**config.mk**
```make
export PLATFORM = sky130hd
export DESIGN_NAME = mmio_out_port
export DESIGN_NICKNAME = d
export VERILOG_FILES = /design/src/rtl/mmio_pkg.sv /design/src/rtl/sync_fifo.sv /design/src/rtl/mmio_out_port.sv
export SDC_FILE = /design/constraint.sdc
export NUM_CORES = 1
export LEC_CHECK = 0
export BUFFER_PORTS_ARGS = -buffer_cell sky130_fd_sc_hd__buf_2
export CAP_MARGIN = 20
export CORE_UTILIZATION = 45
export DETAILED_ROUTE_END_ITERATION = 7
export SLEW_MARGIN = 10
export SYNTH_ARGS = -nofsm -noshare
export SYNTH_HDL_FRONTEND = slang
export SYNTH_SLANG_ARGS = --single-unit
```
**constraint.sdc**
```tcl
create_clock -name clk -period 6.3 [get_ports clk]
set_input_delay 1.26 -clock clk [delete_from_list [all_inputs] [get_ports clk]]
set_output_delay 1.26 -clock clk [all_outputs]
set_load 0.01 [all_outputs]
```
**src/rtl/mmio_pkg.sv**
```systemverilog
// Register map and bit positions shared by the memory-mapped output port.
package mmio_pkg;

  typedef enum logic [1:0] {
    RegData   = 2'd0,
    RegStatus = 2'd1,
    RegCtrl   = 2'd2
  } reg_off_e;

  localparam int unsigned StatusFullBit  = 0;
  localparam int unsigned StatusEmptyBit = 1;
  localparam int unsigned StatusOvfBit   = 2;
  localparam int unsigned StatusCountLsb = 4;
  localparam int unsigned StatusCountMsb = 8;

  localparam int unsigned CtrlFlushBit  = 0;
  localparam int unsigned CtrlClrOvfBit = 1;

  function automatic logic [15:0] status_word(input logic       full,
                                              input logic       empty,
                                              input logic       ovf,
                                              input logic [4:0] count);
    logic [15:0] s;
    s                                = '0;
    s[StatusFullBit]                 = full;
    s[StatusEmptyBit]                = empty;
    s[StatusOvfBit]                  = ovf;
    s[StatusCountMsb:StatusCountLsb] = count;
    return s;
  endfunction

endpackage

```
**src/rtl/sync_fifo.sv**
```systemverilog
// Single-clock FIFO: unreset storage, reset pointers/count, flush overrides push and pop.
module sync_fifo #(
  parameter int unsigned WIDTH = 16,
  parameter int unsigned DEPTH = 8,
  localparam int unsigned PtrW = $clog2(DEPTH),
  localparam int unsigned CntW = PtrW + 1
) (
  input  logic             clk,
  input  logic             rst_n,
  input  logic             push,
  input  logic             pop,
  input  logic             flush,
  input  logic [WIDTH-1:0] wdata,
  output logic [WIDTH-1:0] rdata,
  output logic             full,
  output logic             empty,
  output logic [CntW-1:0]  count
);

  logic [WIDTH-1:0] mem [DEPTH];
  logic [PtrW-1:0]  wr_ptr_q, wr_ptr_d;
  logic [PtrW-1:0]  rd_ptr_q, rd_ptr_d;
  logic [CntW-1:0]  count_q, count_d;
  logic             do_push, do_pop;

  assign full  = (count_q == CntW'(DEPTH));
  assign empty = (count_q == '0);
  assign count = count_q;

  // Gated to zero when empty so the head word is never stale storage.
  assign rdata = empty ? '0 : mem[rd_ptr_q];

  // A pop frees a slot in the same cycle, so a full FIFO still accepts a push alongside it.
  assign do_pop  = pop && !empty && !flush;
  assign do_push = push && !flush && (!full || do_pop);

  always_comb begin
    wr_ptr_d = wr_ptr_q;
    rd_ptr_d = rd_ptr_q;
    count_d  = count_q;
    if (flush) begin
      wr_ptr_d = '0;
      rd_ptr_d = '0;
      count_d  = '0;
    end else begin
      if (do_push) wr_ptr_d = wr_ptr_q + PtrW'(1);
      if (do_pop)  rd_ptr_d = rd_ptr_q + PtrW'(1);
      unique case ({do_push, do_pop})
        2'b10:   count_d = count_q + CntW'(1);
        2'b01:   count_d = count_q - CntW'(1);
        default: count_d = count_q;
      endcase
    end
  end

  always_ff @(posedge clk or negedge rst_n) begin
    if (!rst_n) begin
      wr_ptr_q <= '0;
      rd_ptr_q <= '0;
      count_q  <= '0;
    end else begin
      wr_ptr_q <= wr_ptr_d;
      rd_ptr_q <= rd_ptr_d;
      count_q  <= count_d;
    end
  end

  always_ff @(posedge clk) begin
    if (do_push) mem[wr_ptr_q] <= wdata;
  end

endmodule

```
**src/rtl/mmio_out_port.sv**
```systemverilog
// CPU-writable output port: DATA pushes into a FIFO drained by a valid/ready consumer.
module mmio_out_port
  import mmio_pkg::*;
#(
  parameter logic [14:0] BASE_ADDR = 15'h6001,
  parameter int unsigned DEPTH     = 8
) (
  input  logic        clk,
  input  logic        reset,
  input  logic [14:0] addressM,
  input  logic [15:0] outM,
  input  logic        writeM,
  output logic [15:0] rdata,
  output logic        hit,
  output logic [15:0] tx_data,
  output logic        tx_valid,
  input  logic        tx_ready
);

  localparam int unsigned CntW = $clog2(DEPTH) + 1;

  logic [14:0]     offset;
  logic            data_wr, ctrl_wr, status_rd;
  logic            fifo_full, fifo_empty, xfer;
  logic [CntW-1:0] fifo_count;
  logic            ovf_q, ovf_d;

  assign offset    = addressM - BASE_ADDR;
  assign hit       = (offset < 15'd3);
  assign data_wr   = writeM && hit && (offset[1:0] == RegData);
  assign ctrl_wr   = writeM && hit && (offset[1:0] == RegCtrl);
  assign status_rd = hit && (offset[1:0] == RegStatus);

  assign tx_valid = !fifo_empty;
  assign xfer     = tx_valid && tx_ready;

  sync_fifo #(
    .WIDTH(16),
    .DEPTH(DEPTH)
  ) u_fifo (
    .clk  (clk),
    .rst_n(reset),
    .push (data_wr),
    .pop  (xfer),
    .flush(ctrl_wr && outM[CtrlFlushBit]),
    .wdata(outM),
    .rdata(tx_data),
    .full (fifo_full),
    .empty(fifo_empty),
    .count(fifo_count)
  );

  // Overflow only when the word is really dropped; a same-cycle pop makes room.
  always_comb begin
    ovf_d = ovf_q;
    if (ctrl_wr && outM[CtrlClrOvfBit]) ovf_d = 1'b0;
    if (data_wr && fifo_full && !xfer)  ovf_d = 1'b1;
  end

  always_ff @(posedge clk or negedge reset) begin
    if (!reset) ovf_q <= 1'b0;
    else        ovf_q <= ovf_d;
  end

  always_comb begin
    rdata = '0;
    if (status_rd) rdata = status_word(fifo_full, fifo_empty, ovf_q, 5'(fifo_count));
  end

endmodule

```
==> out/qor.txt <==
Final Hold Fails -> 0
Number of vias per cell -> 5.444
Die W -> 117.7 um
Global-route wire length before repair -> 18.17 mm
Main flop type after synthesis -> edfxtp_1
Crit path DAT -> 3.39 ns
CTS tree -> built
Initial Util -> 0.4694
Num Clock Sinks -> 139
Area of the multi-input gates -> 1795 um2
Status -> completed
Number of synthesized register bits -> 139
Cells after Synth -> 343
Slew at the pin closest to its max-slew limit -> 0.6987 ns
Setup-failing EPs final -> 0
Main combinational cell family by area after synthesis -> multiplexers
Area leader, netlist -> edfxtp_1
R2r startpoint -> u_fifo.count[0]
Crit path launch type -> primary input
Total GRT Usage -> 0.1820
Crit. End Element -> output pin
CTS Hold Bufs -> 0
Reg area -> 4120 um2
Synth Area in Simple Gates -> 0.07961
Vias in the first global route -> 3287
Setup TNS -> 0 ns
Max FO, Critical Path -> 10
N_diodes -> 0
Minimum clock period -> 4.654 ns
Commonest cells after routing, fill and taps aside -> 128 x edfxtp_1, 59 x buf_2, 32 x mux4_2
VDD IR max -> 191.2 uV
CTS root buf -> clkbuf_16
Hold path endpoint -> ovf_q
Synth warnings -> 0
Register-to-Register Path Depth -> 13
Pwr/cell area -> 394.7 nW/um2
Dominant cells by area after synthesis -> edfxtp_1 64%, mux4_2 12%, dfrtp_1 4.6%, mux2i_1 3.5%, nor2_1 1.8%
Library cells used by synthesis -> 49
Multiplexer share of the synthesized area -> 0.1588
Buffers on Ports -> 59
Cell leakage power -> 2.599 nW
XOR/XNOR Fraction of Synth Area -> 0.008730
Vias -> 3283
Yosys top cell area share -> 0.6385
Core Region -> 12820 um2
Post-synth EDFFs -> 128
Post-CTS Setup Bufs -> 0
Antenna violations before repair -> 0
Skew final -> 0.006393 ns
# IOs -> 69
CTS resizes -> 0
Max Transition Viols Final -> 0
First-iteration detailed-routing DRC count -> 321
Wire per inst -> 19.31 um
Critical path required time -> 5.04 ns
Sequential area share after synthesis -> 0.6843
Hold_sp -> ovf_q
Hold Crit Class -> reg -> reg
Rows -> 41
Worst-path clk slew -> 0.06 ns
Half-perimeter wire length after placement -> 7.332 mm
GR Overflow Total -> 0
Fraction of registers with async set/reset -> 0.07914
R2r setup slk -> 2.68 ns
Routed Wire Length -> 11.64 mm
FF-to-FF End -> u_fifo.count[3]
Hold path cells -> 2
RSZ-0062 raised after global routing -> false
Final antenna-violating net count -> 0
End-of-flow core utilization -> 0.5546
Die footprint -> 13840 um2
DRC -> 0
Clock latency on the worst-skew pair -> 0.42 ns
Filler cell count in the final layout -> 1053
Crit path kind -> in -> out
Final period utilization -> 0.7388
Nets -> 462
Synth Area in Adders -> 0.01995
Largest net degree at the start of global routing -> 35
Fmax -> 0.2149 GHz
Htree depth -> 4
Synth-to-Final Area Change -> 18.17%
Relative slew slack -> 0.5317
Longest Clk Path Bufs -> 2
Commonest non-fill, non-tap cell in the layout -> edfxtp_1
Synth Area in Compound Gates -> 0.02390
Final GP Congestion -> 0.7870
Number of max-cap violations -> 0
Vert. Die Dim -> 117.7 um
Avg Cell Area, Syn -> 17.55 um2
Synthesized cell area -> 6020 um2
Share of cells above drive strength 1 -> 0.3225
DR pass1 iterations -> 4
CTS buffer count -> 17
## stage by stage
| step | instances | hold slack [ns] | area, um2 | power (mW) | worst slack [ns] |
|---|---|---|---|---|---|
| 4_1_cts | 603 | 0.5015 | 7113 | 2.839 | 1.654 |
| 6_report | 603 | 0.5051 | 7113 | 2.807 | 1.646 |
| 3_5_place_dp | 571 | 0.4891 | 6531 | 1.857 | 1.378 |
| 3_3_place_gp | 571 | 0.5119 | 6531 | 1.853 | 1.481 |
| 5_1_grt | 603 | 0.5684 | 7113 | 2.943 | 1.440 |
| 2_1_floorplan | 351 | 0.4543 | 6050 | 1.639 | 1.811 |
## flip-flops by register name, indices dropped and copies added, names as in the netlist
| name | cells |
|---|---|
| u_fifo.mem | 128 |
| u_fifo.count | 4 |
| u_fifo.rd_ptr_q | 3 |
| u_fifo.wr_ptr_q | 3 |
| ovf_q | 1 |
## area by class of cell
| type | instances | share of cell area |
|---|---|---|
| Clock buffer | 19 | 0.06086 |
| Clock inverter | 13 | 0.02093 |
| Inverter | 4 | 0.002111 |
| Multi-Input combinational cell | 185 | 0.2524 |
| Sequential cell | 139 | 0.5792 |
| Tap cell | 172 | 0.03026 |
| Timing Repair Buffer | 71 | 0.05418 |
## critical path: stages
cell and delay [ns]:
buf_2 0.17, inv_1 0.08, ha_1 0.25, or4_1 0.41
o22a_1 0.24, and2_4 0.18, nor3_4 0.33, and3_1 0.22
nor2b_1 0.12, buf_2 0.13
## per-layer routing
metal / vias up / routed length (um) / part of all wire / GRT usage
li1: 1499 / - / - / -
met3: 22 / 397 / 0.034 / 0.04893
met4: 0 / 244 / 0.021 / 0.08253
met2: 75 / 5553 / 0.48 / 0.2849
met1: 1687 / 5448 / 0.47 / 0.2382
met5: - / 0 / 0 / 0
## Yosys cell counts (all sizes together) (2+ instances only)
master,count
a21oi,4
a31oi,2
and2,2
and3,6
and4,3
buf,16
clkbuf,7
dfrtp,11
edfxtp,128
ha,8
inv,4
mux2i,22
mux4,32
nand2,13
nand2b,5
nand3,5
nand4,2
nand4b,2
nor2,29
nor3,5
nor3b,2
nor4,6
o31a,2
or3,4
or4,2
xnor2,2
xor2,4
## logic make-up after synthesis
group,Yosys count
muxes,55
xor gates and xnor gates,6
and+or+nand+nor,88
adders and majority gates,9
buffers and inverters,27
other,1
AOI/OAI and AO/OA,18
DFF,139
## worst max path at each step
| stage | start | endpoint | cells after the start |
|---|---|---|---|
| 6_report | addressM[0] | rdata[0] | 10 |
| 5_1_grt | addressM[0] | u_fifo.count[3] | 16 |
| 4_1_cts | addressM[0] | rdata[0] | 10 |
| 3_5_place_dp | addressM[0] | u_fifo.count[3] | 16 |
| 3_3_place_gp | addressM[0] | u_fifo.count[3] | 16 |
| 2_1_floorplan | addressM[0] | u_fifo.mem[1][0] | 9 |
## power by group
part / switching, mW / internal (mW) / leakage (nW)
logic: 0.378 / 0.374 / 1.03
registers: 0.0430 / 1.03 / 1.29
clock network: 0.364 / 0.617 / 0.281
No activity file was read; power rests on OpenSTA's default activity.
